==> config.mk <==
export PLATFORM = sky130hd
export DESIGN_NAME = udp_edge_reg_bank
export DESIGN_NICKNAME = d
export VERILOG_FILES = /design/src/rtl/udp_bank_pkg.sv /design/src/rtl/udp_edge_cell.sv /design/src/rtl/udp_edge_reg_bank.sv
export SDC_FILE = /design/constraint.sdc
export NUM_CORES = 1
export LEC_CHECK = 0
export BUFFER_PORTS_ARGS = -buffer_cell sky130_fd_sc_hd__buf_2
export CORE_ASPECT_RATIO = 0.7
export CORE_UTILIZATION = 45
export CTS_BUF_LIST = sky130_fd_sc_hd__clkbuf_2 sky130_fd_sc_hd__clkbuf_4 sky130_fd_sc_hd__clkbuf_8
export DETAILED_ROUTE_END_ITERATION = 8
export PLACE_DENSITY_LB_ADDON = 0.12
export SETUP_SLACK_MARGIN = 0.05
export SYNTH_ARGS = -nofsm -noshare
export SYNTH_HDL_FRONTEND = slang
export SYNTH_SLANG_ARGS = --single-unit
==> constraint.sdc <==
create_clock -name clk -period 3.2 [get_ports clk]
set_input_delay 0.32 -clock clk [delete_from_list [all_inputs] [get_ports clk]]
set_output_delay 0.32 -clock clk [all_outputs]
set_load 0.01 [all_outputs]
==> src/rtl/udp_bank_pkg.sv <==
// Shared op encoding and defaults for the edge-sensitive register bank.
// Reserved codes are folded to HOLD once, at config-write time.
package udp_bank_pkg;

    typedef enum logic [2:0] {
        HOLD   = 3'd0,
        LOAD   = 3'd1,
        LOADN  = 3'd2,
        SET    = 3'd3,
        CLR    = 3'd4,
        TOGGLE = 3'd5
    } op_t;

    localparam op_t DEFAULT_RISE_OP = LOAD;
    localparam op_t DEFAULT_FALL_OP = LOADN;

    // Codes 6 and 7 are reserved and must behave as HOLD.
    function automatic op_t decode_op(input logic [2:0] code);
        case (code)
            3'd0, 3'd1, 3'd2, 3'd3, 3'd4, 3'd5: return op_t'(code);
            default:                            return HOLD;
        endcase
    endfunction

endpackage

==> src/rtl/udp_edge_cell.sv <==
// One edge-sensitive cell: strobe history, per-cell rise/fall ops, state q
// and registered edge pulses. The bank-wide armed flag gates edge detection.
module udp_edge_cell
    import udp_bank_pkg::*;
#(
    parameter int               WIDTH = 1,
    parameter logic [WIDTH-1:0] INIT  = '1
) (
    input  logic             clk,
    input  logic             reset,
    input  logic             i_armed,
    input  logic             i_strobe,
    input  logic [WIDTH-1:0] i_d,
    input  logic             i_cfg_we,
    input  op_t              i_rise_op,
    input  op_t              i_fall_op,
    output logic [WIDTH-1:0] o_q,
    output logic             o_rise_evt,
    output logic             o_fall_evt
);

    logic             r_prev;
    logic [WIDTH-1:0] r_q;
    logic             r_rise_evt;
    logic             r_fall_evt;
    op_t              r_rise_op;
    op_t              r_fall_op;

    logic             w_rise;
    logic             w_fall;
    logic [WIDTH-1:0] w_next_q;

    function automatic logic [WIDTH-1:0] apply_op(
        input op_t              op,
        input logic [WIDTH-1:0] d,
        input logic [WIDTH-1:0] q
    );
        case (op)
            LOAD:    return d;
            LOADN:   return ~d;
            SET:     return '1;
            CLR:     return '0;
            TOGGLE:  return ~q;
            default: return q;
        endcase
    endfunction

    assign w_rise = i_armed & i_strobe & ~r_prev;
    assign w_fall = i_armed & ~i_strobe & r_prev;

    // Edges use the op registers as they stood before any same-cycle write.
    always_comb begin
        w_next_q = r_q;
        if (w_rise) begin
            w_next_q = apply_op(r_rise_op, i_d, r_q);
        end else if (w_fall) begin
            w_next_q = apply_op(r_fall_op, i_d, r_q);
        end
    end

    always_ff @(posedge clk) begin
        if (reset) begin
            r_prev     <= 1'b0;
            r_q        <= INIT;
            r_rise_evt <= 1'b0;
            r_fall_evt <= 1'b0;
            r_rise_op  <= DEFAULT_RISE_OP;
            r_fall_op  <= DEFAULT_FALL_OP;
        end else begin
            r_prev     <= i_strobe;
            r_q        <= w_next_q;
            r_rise_evt <= w_rise;
            r_fall_evt <= w_fall;
            if (i_cfg_we) begin
                r_rise_op <= i_rise_op;
                r_fall_op <= i_fall_op;
            end
        end
    end

    assign o_q        = r_q;
    assign o_rise_evt = r_rise_evt;
    assign o_fall_evt = r_fall_evt;

endmodule

==> src/rtl/udp_edge_reg_bank.sv <==
// Multi-channel edge-capture register bank: holds the bank-wide armed flag and
// the config decode, and replicates one udp_edge_cell per channel.
module udp_edge_reg_bank
    import udp_bank_pkg::*;
#(
    parameter int               CHANNELS = 4,
    parameter int               WIDTH    = 1,
    parameter logic [WIDTH-1:0] INIT     = '1,
    localparam int              CH_W     = (CHANNELS > 1) ? $clog2(CHANNELS) : 1
) (
    input  logic                      clk,
    input  logic                      reset,
    input  logic [CHANNELS-1:0]       strobe,
    input  logic [CHANNELS*WIDTH-1:0] d,
    input  logic                      cfg_we,
    input  logic [CH_W-1:0]           cfg_ch,
    input  logic [2:0]                cfg_rise_op,
    input  logic [2:0]                cfg_fall_op,
    output logic [CHANNELS*WIDTH-1:0] q,
    output logic [CHANNELS-1:0]       rise_evt,
    output logic [CHANNELS-1:0]       fall_evt
);

    localparam logic [CH_W:0] CH_LIMIT = (CH_W + 1)'(CHANNELS);

    logic r_armed;
    logic w_cfg_ok;
    op_t  w_rise_op;
    op_t  w_fall_op;

    // Armed goes high one cycle after reset release so that cycle only loads prev.
    always_ff @(posedge clk) begin
        if (reset) begin
            r_armed <= 1'b0;
        end else begin
            r_armed <= 1'b1;
        end
    end

    assign w_cfg_ok  = cfg_we && ({1'b0, cfg_ch} < CH_LIMIT);
    assign w_rise_op = decode_op(cfg_rise_op);
    assign w_fall_op = decode_op(cfg_fall_op);

    for (genvar c = 0; c < CHANNELS; c++) begin : g_cell
        logic w_cell_we;

        assign w_cell_we = w_cfg_ok && (cfg_ch == CH_W'(c));

        udp_edge_cell #(
            .WIDTH (WIDTH),
            .INIT  (INIT)
        ) u_cell (
            .clk        (clk),
            .reset      (reset),
            .i_armed    (r_armed),
            .i_strobe   (strobe[c]),
            .i_d        (d[c*WIDTH +: WIDTH]),
            .i_cfg_we   (w_cell_we),
            .i_rise_op  (w_rise_op),
            .i_fall_op  (w_fall_op),
            .o_q        (q[c*WIDTH +: WIDTH]),
            .o_rise_evt (rise_evt[c]),
            .o_fall_evt (fall_evt[c])
        );
    end

endmodule
# Yosys cells after proc, flatten, opt, wreduce, memory -nomap -nowiden

Index checks and enable logic that the tools add are counted.

Equality and inequality tests: 57
Mux-type cells: 19
Bitwise gates (word level): 32
Reduce and logical (&&, ||, !) cells: 21

Operator list:

| operator                                             | number |
|---|---|
| equality test 3 x 2 -> 1 bit (second input constant) | 20 |
| equality test 3 bit (second input constant)          | 20 |
| case mux 1 bit (5 select lines)                      | 8 |
| equality test 3 x 1 -> 1 bit (second input constant) | 10 |
| inequality test 6 bit (second input constant)        | 4 |
| nonzero test 6 bit                                   | 4 |
| AND 1 bit                                            | 16 |
| NOT 1 bit                                            | 16 |
| AND reduction 3 bit                                  | 4 |
| OR reduction 6 bit                                   | 2 |
| 2-to-1 mux 1 bit                                     | 9 |
| nonzero test 2 bit                                   | 4 |
| logical NOT 3 bit                                    | 2 |
| 2-to-1 mux 3 bit                                     | 2 |
| equality test 2 bit (second input constant)          | 2 |
| logical AND 1 bit                                    | 4 |
| equality test 2 x 1 -> 1 bit (second input constant) | 1 |
| logical NOT 2 bit                                    | 1 |

Flip-flop bits (word level): 41
Output and inout port bits: 12
Logic and storage cells: 154

# Logic depth before layout (Yosys ltp)

Gate-level depths: netlist of the first run.

Word-level depth: 5
Depth in mapped cells: 5
Mapped depth without buffers: 4

# Cells and area by module

From an unflattened synthesis of the first run, not the netlist that was laid out.

Cells, all modules: 216
Area total of the unflattened synthesis: 2068.2 sq um

By module, submodules not included:

| module            | times used | cells each | area an instance (sq um) |
|---|---|---|---|
| udp_edge_cell     | 4          | 51         | 491.7 |
| udp_edge_reg_bank | 1          | 12         | 101.3 |

# Worst setup path before layout of the first run

OpenSTA, ideal clock, no wires.

Kind: register to register
From: register r_armed
To: register g_cell[3].u_cell.r_q
Data arrival time: 1.180 ns
Data required time: 3.085 ns
Setup slack: 1.905 ns
Cell stages (with the launch flop): 6
Buffers on the path: 1
Clock period less this slack: 1.295 ns
Cells stage by stage: dfxtp_1 buf_6 nand3b_1 a211o_1 a221o_1 a31o_1

Cells in the longest elaborated chain, start to end: 4
Elaborated cells between the ends (all ways): 9
Classes of those cells: eq/ne: 1; mux: 1; bitwise: 4; reduce/logical: 3

Ends and longest elaborated chain:

| element                                                       | line                                     | source |
|---|---|---|
| from (decl)                                                   | udp_edge_reg_bank.sv:26                  | `logic r_armed;` |
| from (signal assigned)                                        | udp_edge_reg_bank.sv:34                  | `r_armed <= 1'b0;` |
| from (signal assigned)                                        | udp_edge_reg_bank.sv:36                  | `r_armed <= 1'b1;` |
| AND 1 bit, on equally long branches (2 in a row)              | udp_edge_cell.sv:48, udp_edge_cell.sv:49 |  |
| inequality test 6 bit (no line), or another cell as far along | -                                        |  |
| AND reduction 3 bit (no line)                                 | -                                        |  |
| to (signal assigned)                                          | udp_edge_cell.sv:71                      | `r_q <= w_next_q;` |
| to (decl)                                                     | udp_edge_cell.sv:23                      | `logic [WIDTH-1:0] r_q;` |

Several ways; a longest one is shown, not always the timed one.
A chain may end at the register's enable or synchronous reset.

# Worst setup path after layout of the first run

From: register r_armed
To: register g_cell[1].u_cell.r_q

Cells in the longest elaborated chain, start to end: 4
Elaborated cells between the ends (all ways): 9
Classes of those cells: eq/ne: 1; mux: 1; bitwise: 4; reduce/logical: 3

Ends and longest elaborated chain:

| element                                                       | line |
|---|---|
| AND 1 bit, on equally long branches (2 in a row)              | udp_edge_cell.sv:48, udp_edge_cell.sv:49 |
| inequality test 6 bit (no line), or another cell as far along | - |
| AND reduction 3 bit (no line)                                 | - |
| to (signal assigned)                                          | udp_edge_cell.sv:71 |
| to (decl)                                                     | udp_edge_cell.sv:23 |

Several ways; a longest one is shown, not always the timed one.

==> results of run 1 <==
## registers in the layout (all words and copies together), names as in the netlist
signal	flops
r_armed	1
g_cell.u_cell.o_rise_evt	4
g_cell.u_cell.o_q	4
g_cell.u_cell.o_fall_evt	4
g_cell.u_cell.r_rise_op	12
g_cell.u_cell.r_prev	4
g_cell.u_cell.r_fall_op	12
## logic make-up (layout without fill, tap and decap cells)
logic type	count (synthesis)	after routing	synth area share, %
flops	41	41	42.24
buf+inv	22	42	7.018
mux	20	20	10.37
compound gates	38	38	14.49
simple gates	93	93	25.89
## final cells by class
cell class | count | share of cell area [%]
Multi-Input combinational cell | 151 | 46.27
Tap cell | 52 | 3.053
Clock buffer | 7 | 4.228
Inverter | 5 | 0.8808
Sequential cell | 41 | 38.52
Timing Repair Buffer | 30 | 7.046
## path summary, 6_finish.rpt
check                          startpoint                     endpoint  slack (ps)  cells past startpoint
setup / recovery                  r_armed         g_cell[1].u_cell.o_q        1670                      4
hold / removal                  strobe[3]  g_cell[3].u_cell.o_fall_evt         230                      2
setup reg to reg                  r_armed         g_cell[1].u_cell.o_q        1670                      4
hold reg to reg   g_cell[3].u_cell.r_prev  g_cell[3].u_cell.o_rise_evt         470                      1
## per-stage QoR
step / total power, W / hold WS, ps / utilization (%) / instance area (sq um)
after floorplan: 0.0006402 / 395.8 / - / 1943
after global placement: 0.0006713 / 453.4 / 50.79 / 2041
after detailed placement: 0.0006715 / 451.8 / 50.79 / 2041
after CTS: 0.001018 / 224.8 / 53.04 / 2131
after global routing: 0.001056 / 228.4 / 53.04 / 2131
final: 0.001009 / 230.6 / 53.04 / 2131
## cells in the final DEF (no fill, tap or decap), types with 2 or more instances in the layout
| master | netlist | final |
|---|---|---|
| or3_1 | 2 | 2 |
| nand2b_1 | 4 | 4 |
| buf_2 | 1 | 30 |
| nor2b_1 | 8 | 8 |
| nand2_1 | 19 | 19 |
| dfxtp_1 | 41 | 41 |
| a211o_1 | 2 | 2 |
| mux2i_1 | 19 | 19 |
| and2_1 | 4 | 4 |
| nor2_1 | 26 | 26 |
| inv_1 | 4 | 4 |
| nand3b_1 | 7 | 7 |
| a31oi_1 | 3 | 3 |
| o211ai_1 | 8 | 8 |
| clkbuf_8 | 0 | 6 |
| o21ai_0 | 9 | 9 |
| nor3b_1 | 7 | 7 |
| nor3_1 | 8 | 8 |
## power breakdown
| part | internal [W] | switching [W] |
|---|---|---|
| Combinational | 0.0000512 | 0.0000579 |
| Sequential | 0.000530 | 0.0000214 |
| Clock | 0.000180 | 0.000169 |
## per-layer routing
| metal | vias up | part of all wire [%] | global-route usage (%) |
|---|---|---|---|
| met2 | 28 | 39 | 24.82 |
| met3 | 7 | 4.3 | 4.800 |
| li1 | 795 | - | - |
| met4 | 0 | 1.5 | 6.888 |
| met1 | 686 | 55 | 29.41 |
| met5 | - | 0 | 0 |
==> reports/results.ini, run 1 <==
[sta]
drv_slew = 0
worst_slack_ps = 1674
final-setup-viol-count = 0
maxClockFrequency_ghz = 0.6552
hold_violations = 0
fin_crit_sh_pct = 47.70
finalClockSkew_ps = 5.121
maxSlewHeadroom_pct = 50.74
fin_setup_tns_ps = 0
fin_crit_ps = 1526
worstMarginPinSlew_ps = 732.3
rsz0062_at_grt = false

[clock_network]
cts_buffer_depth = 2
h-tree-depth = 2
clk_pin_slew_ps = 80
cts_sinks = 41
cts_buffers = 5
post_cts_resized = 0
clk-insertion-delay-late_ps = 290
cts_setup_buffers = 0
root_buffer = clkbuf_8
postCtsHoldBufs = 0
tritoncts = yes

[logic_synthesis]
seq_area_frac_synth_pct = 42.24
synthMostInstantiatedCell = dfxtp_1
synth.avg_cell_area_sq_um = 9.080
synth_area_leaders = dfxtp_1, mux2i_1, nor2_1, buf_4, nand2_1
synth_async_sr_flop_share_pct = 0
ys_types = 47
synth.top_cell.area_share_pct = 42.24
synth_common_cells = dfxtp_1, nor2_1, mux2i_1, nand2_1, buf_4
ys.flop_type = dfxtp_1
syn_inst = 214
synth_seq_cells = 41
yosysTopAreaCell = dfxtp_1
synthesis.nets = 233
synth-edff-count = 0
yosysWarningCount = 0
synth_area_sq_um = 1943

[floorplan]
die_h_um = 56.98
die_w_um = 80.54
start_util_pct = 48.37
rows = 19
pin_count = 31
fp.dieArea_sq_um = 4589
core_area_sq_um = 4018

[run]
maxCapViolCount = 0

[worst_setup_path]
worstPathCellList = nand2b_1, nor3b_1, nor3b_1, a32oi_1
crit_type = reg -> reg
cpMostUsedCell = nor3b_1
worst_ep_arrival_time_ps = 1700
cp-end-kind = flop
cp-start-kind = flop
worst-path-buf-inv = 0
critical_path.top_delay_family = simple AND/OR/NAND/NOR gates
crit_required_ps = 3370
path_max_fanout = 9
cp_slowest_stage_delay_ps = 560
crit_slowest_cell = dfxtp_1

[power]
vdd.ir_drop.worst_mv = 0.2274
p_per_area_nw_per_um2 = 473.5
leakage_nw = 0.9767

[global_routing]
grt_pass1_wl_mm = 6.534
grt.overflow.total = 0
grt_max_degree = 30
grt_pass1_vias = 1350
antenna_found_initial = 0
grt.total_usage_pct = 18.97

[placement]
io_buffers = 30
place_ws_ps = 1539
routabilityCongestion = 0.7234
placedCellCount = 279
dp_hpwl_mm = 2.767

[finish]
fillers = 377
drive_gt1_share_pct = 18.80
fin_nets = 253
syn2layout_area_growth_pct = 9.659
final_cells = 286
diodes = 0
multi_input_area_sq_um = 985.9
ff_latch_area_sq_um = 820.8

[routing]
wirelength_mm = 3.886
ant_nets = 0
vias = 1516
dr.pass1.iters = 4
routedWlPerCell_um = 13.59
drt_iter0_markers = 54
post-route-drc-count = 0
viasPerCell = 5.301

[min_path]
hold_class = in -> reg

[status]
run_status = finished, final reports clean

Note: power is estimated with default switching activity, not from simulation.
==> run 2: changes to the inputs <==
==> constraint.sdc (replaced) <==
create_clock -name clk -period 1.6 [get_ports clk]
set_input_delay 0.16 -clock clk [delete_from_list [all_inputs] [get_ports clk]]
set_output_delay 0.16 -clock clk [all_outputs]
set_load 0.01 [all_outputs]
==> reports/results.ini, run 2 (same netlist as run 1, synthesis figures left out) <==
[sta]
hold_violations = 0
maxSlewHeadroom_pct = 68.70
hold_ws_ps = 63.35
final-setup-viol-count = 0
worst_slack_ps = 236.3
drv_slew = 0
rsz0062_at_grt = false
fin_setup_tns_ps = 0
finalClockSkew_ps = 4.326
worstMarginPinSlew_ps = 468.5
fin_crit_ps = 1364
maxClockFrequency_ghz = 0.7333
fin_crit_sh_pct = 85.23

[finish]
diodes = 0
drive_gt1_share_pct = 21.25
top_regs = g_cell.u_cell.r_fall_op x12, g_cell.u_cell.r_rise_op x12
fillers = 375
layout.cells.most_common_list = dfxtp_1, buf_2, nor2_1, nand2_1, mux2i_1
final_common_cell = dfxtp_1
fin_nets = 258
fin_util_pct = 54.03
syn2layout_area_growth_pct = 11.72

[placement]
dp_hpwl_mm = 2.869
place_ws_ps = 118.6
routabilityCongestion = 0.7175
io_buffers = 30

[clock_network]
cts_buffers = 5
h-tree-depth = 2
clk_pin_slew_ps = 70
root_buffer = clkbuf_8
cts_sinks = 41
postCtsHoldBufs = 0
tritoncts = yes
clk-insertion-delay-late_ps = 300
cts_buffer_depth = 2

[global_routing]
grt.total_usage_pct = 19.05
grtUsageMet1_pct = 26.37
grt_pass1_vias = 1377
grt.overflow.total = 0
busiest_layer = met2
use_met2_pct = 27.72
grt_util_met3_pct = 4.800
grt_max_degree = 13
grt_pass1_wl_mm = 6.430
antenna_found_initial = 0

[power]
vdd.ir_drop.worst_mv = 0.4925
leakage_nw = 1.003
p_per_area_nw_per_um2 = 936.4
total_power_w = 0.002033

[routing]
viasPerCell = 5.274
post-route-drc-count = 0
vias = 1540
drt_iter0_markers = 90
wirelength_mm = 3.898
dr.pass1.iters = 4
ant_nets = 0
routedWlPerCell_um = 13.35

[floorplan]
core_area_sq_um = 4018
die_h_um = 56.98
rows = 19
die_w_um = 80.54
fp.dieArea_sq_um = 4589
start_util_pct = 48.37
pin_count = 31

[worst_setup_path]
r2r_start = r_armed
cp_slowest_stage_delay_ps = 450
r2r_cells = 4
path_max_fanout = 9
crit_slowest_cell = dfxtp_2
crit_start = r_armed
cp-end-kind = flop
worst_ep_arrival_time_ps = 1560
crit_required_ps = 1790
r2r_slack_ps = 240
worstSetupEndpoint = g_cell[3].u_cell.o_q
worstPathCellList = nand3b_1, a211o_1, a221o_1, a31o_1
timing.rr.end = g_cell[3].u_cell.o_q
crit_type = reg -> reg
cp-start-kind = flop

[status]
run_status = finished, final reports clean

[min_path]
holdPathStages = 2
hold_class = in -> reg

[run]
maxCapViolCount = 0

run 2: cell count changes in the layout (fill, tap and decap cells not counted):
cell,change
clkbuf_4,+2
buf_4,+5
dfxtp_2,+1
dfxtp_1,-1
clkbuf_8,-1
run 2: stage by stage:
step | cell area (sq um) | std cells
floorplan | 1943 | 214
global placement | 2078 | 284
detailed placement | 2078 | 284
CTS | 2170 | 292
global route | 2171 | 292
finish | 2171 | 292
run 2: worst max-delay path, delay by kind of cell, from the launching register on:
kind | cells | cell delay, ps
AO/OA/AOI/OAI | 3 | 710
flip-flops | 1 | 450
AND/OR/NAND/NOR | 1 | 100
run 2: per-layer routing:
| metal | wire, um | up-vias |
|---|---|---|
| li1 | - | 807 |
| met3 | 162 | 8 |
| met4 | 82 | 0 |
| met2 | 1617 | 21 |
| met5 | 0 | - |
| met1 | 2036 | 704 |
run 2: how the worst min path moves through the flow:
stage	from	end	slack, ps
2_1_floorplan	strobe[2]	g_cell[2].u_cell.o_fall_evt	240
3_3_place_gp	strobe[3]	g_cell[3].u_cell.o_fall_evt	380
3_5_place_dp	strobe[3]	g_cell[3].u_cell.o_fall_evt	370
4_1_cts	strobe[3]	g_cell[3].u_cell.o_fall_evt	60
5_1_grt	strobe[3]	g_cell[3].u_cell.o_fall_evt	70
6_report	strobe[3]	g_cell[3].u_cell.o_fall_evt	60
run 2: final cells by class:
type	instances	area [sq um]	area share, %
Sequential cell	41	822.0	37.87
Timing Repair Buffer	35	187.7	8.646
Clock buffer	8	91.34	4.207
Tap cell	52	65.06	2.997
Multi-Input combinational cell	151	985.9	45.42
Inverter	5	18.77	0.8646
run 2: where the power goes:
part	internal, W	switching (W)
Clock	0.000361	0.000343
Combinational	0.000111	0.000116
Sequential	0.00106	0.0000422
Total	0.00153	0.000501
run 2: timing repair:
| action | 4_1_cts | 5_1_grt |
|---|---|---|
| setup endpoints to repair | 0 | 2 |
| buffers inserted | 0 | 0 |
| gates resized for setup | 0 | 1 |
==> run 3: changes to the inputs <==
--- a/config.mk
+++ b/config.mk
@@ -8,7 +8,6 @@
 export BUFFER_PORTS_ARGS = -buffer_cell sky130_fd_sc_hd__buf_2
 export CORE_ASPECT_RATIO = 0.7
 export CORE_UTILIZATION = 45
-export CTS_BUF_LIST = sky130_fd_sc_hd__clkbuf_2 sky130_fd_sc_hd__clkbuf_4 sky130_fd_sc_hd__clkbuf_8
 export DETAILED_ROUTE_END_ITERATION = 8
 export PLACE_DENSITY_LB_ADDON = 0.12
 export SETUP_SLACK_MARGIN = 0.05
==> reports/results.ini, run 3 (same netlist as run 1, synthesis figures left out) <==
[status]
run_status = finished, final reports clean

[clock_network]
postCtsHoldBufs = 0
cts_buffers = 5
clk_pin_slew_ps = 70
cts_sinks = 41
root_buffer = clkbuf_8
cts_setup_buffers = 0
post_cts_resized = 0
tritoncts = yes
cts_buffer_depth = 2
clk-insertion-delay-late_ps = 300
h-tree-depth = 2

[power]
p_int_w = 0.001481
vdd.ir_drop.worst_mv = 0.4857
seqPwrFrac_pct = 55.7
leakage_nw = 0.9923
power_frac_clock_pct = 32.8
p_per_area_nw_per_um2 = 916.1
switchingPower_w = 0.0004974
pwr-share-comb_pct = 11.5
switching_share_pct = 25.14

[sta]
final-setup-viol-count = 0
fin_crit_sh_pct = 86.21
maxClockFrequency_ghz = 0.7250
drv_slew = 0
maxSlewHeadroom_pct = 68.97
rsz0062_at_grt = false
hold_violations = 0
fin_crit_ps = 1379
fin_setup_tns_ps = 0
worstMarginPinSlew_ps = 464.4
finalClockSkew_ps = 3.875

[global_routing]
grt.overflow.total = 0
antenna_found_initial = 0
grt.total_usage_pct = 19.13
grt_pass1_vias = 1378
grt_max_degree = 13
grt_pass1_wl_mm = 6.444

[routing]
wirelength_mm = 3.930
vias = 1535
viasPerCell = 5.257
dr.pass1.iters = 4
ant_nets = 0
routedWlPerCell_um = 13.46
post-route-drc-count = 0
drt_iter0_markers = 83

[finish]
stdcell_area_sq_um = 2160
final_cells = 292
top_regs = g_cell.u_cell.r_fall_op x12, g_cell.u_cell.r_rise_op x12
drive_gt1_share_pct = 20.00
diodes = 0
layout.cells.most_common_list = dfxtp_1, buf_2, nor2_1, nand2_1, mux2i_1
fin_nets = 258
final_common_cell = dfxtp_1
syn2layout_area_growth_pct = 11.14

[worst_setup_path]
crit_required_ps = 1790
worst_ep_arrival_time_ps = 1570
cp_slowest_stage_delay_ps = 450
worstPathCellList = nand3b_1, a211o_1, a221o_1, a31o_1
cp-start-kind = flop
crit_slowest_cell = dfxtp_2
path_max_fanout = 9
crit_type = reg -> reg
cp-end-kind = flop

[placement]
io_buffers = 30
routabilityCongestion = 0.7175
dp_hpwl_mm = 2.869
place_area_sq_um = 2078
placedCellCount = 284

[floorplan]
fp.dieArea_sq_um = 4589
die_h_um = 56.98
rows = 19
core_area_sq_um = 4018
start_util_pct = 48.37
die_w_um = 80.54
pin_count = 31

[min_path]
hold_class = in -> reg

[run]
maxCapViolCount = 0

[run 3: cell type report]
type                            instances  area (sq um)
Fill cell                             382          1858
Clock buffer                            8         80.08
Tap cell                               52         65.06
Multi-Input combinational cell        151         985.9
Inverter                                5         18.77
Timing Repair Buffer                   35         187.7
Sequential cell                        41         822.0
[run 3: worst paths after layout]
kind                                              start                     endpoint  slack, ps  cells after the start
worst max-delay path                            r_armed         g_cell[3].u_cell.o_q        220                      4
worst min-delay path                          strobe[3]  g_cell[3].u_cell.o_fall_evt         60                      2
worst max register to register                  r_armed         g_cell[3].u_cell.o_q        220                      4
worst min register to register  g_cell[3].u_cell.r_prev  g_cell[3].u_cell.o_rise_evt        460                      1
[run 3: critical path: cells and delay by family, from the launching register on]
kind,cells,cell delay (ps)
AND/OR/NAND/NOR,1,100
flip-flops,1,450
AO/OA/AOI/OAI,3,730
[run 3: through the flow]
stage	utilization (%)	worst slack, ps	hold WS (ps)	total power [W]
floorplan	-	304.9	235.8	0.001280
global placement	51.73	145.2	382.5	0.001353
detailed placement	51.73	118.6	374.3	0.001353
CTS	53.72	101.7	56.80	0.002008
global route	53.75	147.5	66.19	0.002087
finish	53.75	220.7	64.89	0.001978
[run 3: per-layer routing]
layer	up-vias	global-route usage, %	wire, um
met3	8	4.800	183
met2	26	27.72	1662
met5	-	0	0
li1	803	-	-
met1	698	26.60	2001
met4	0	9.184	82
[run 3: power groups by stage]
stage                     sequential, W  clock [W]  combinational, W
after floorplan                 0.00111          0          0.000168
after global placement          0.00113          0          0.000227
after detailed placement        0.00113          0          0.000228
after CTS                       0.00110   0.000676          0.000229
after global routing            0.00111   0.000723          0.000254
final                           0.00110   0.000649          0.000227
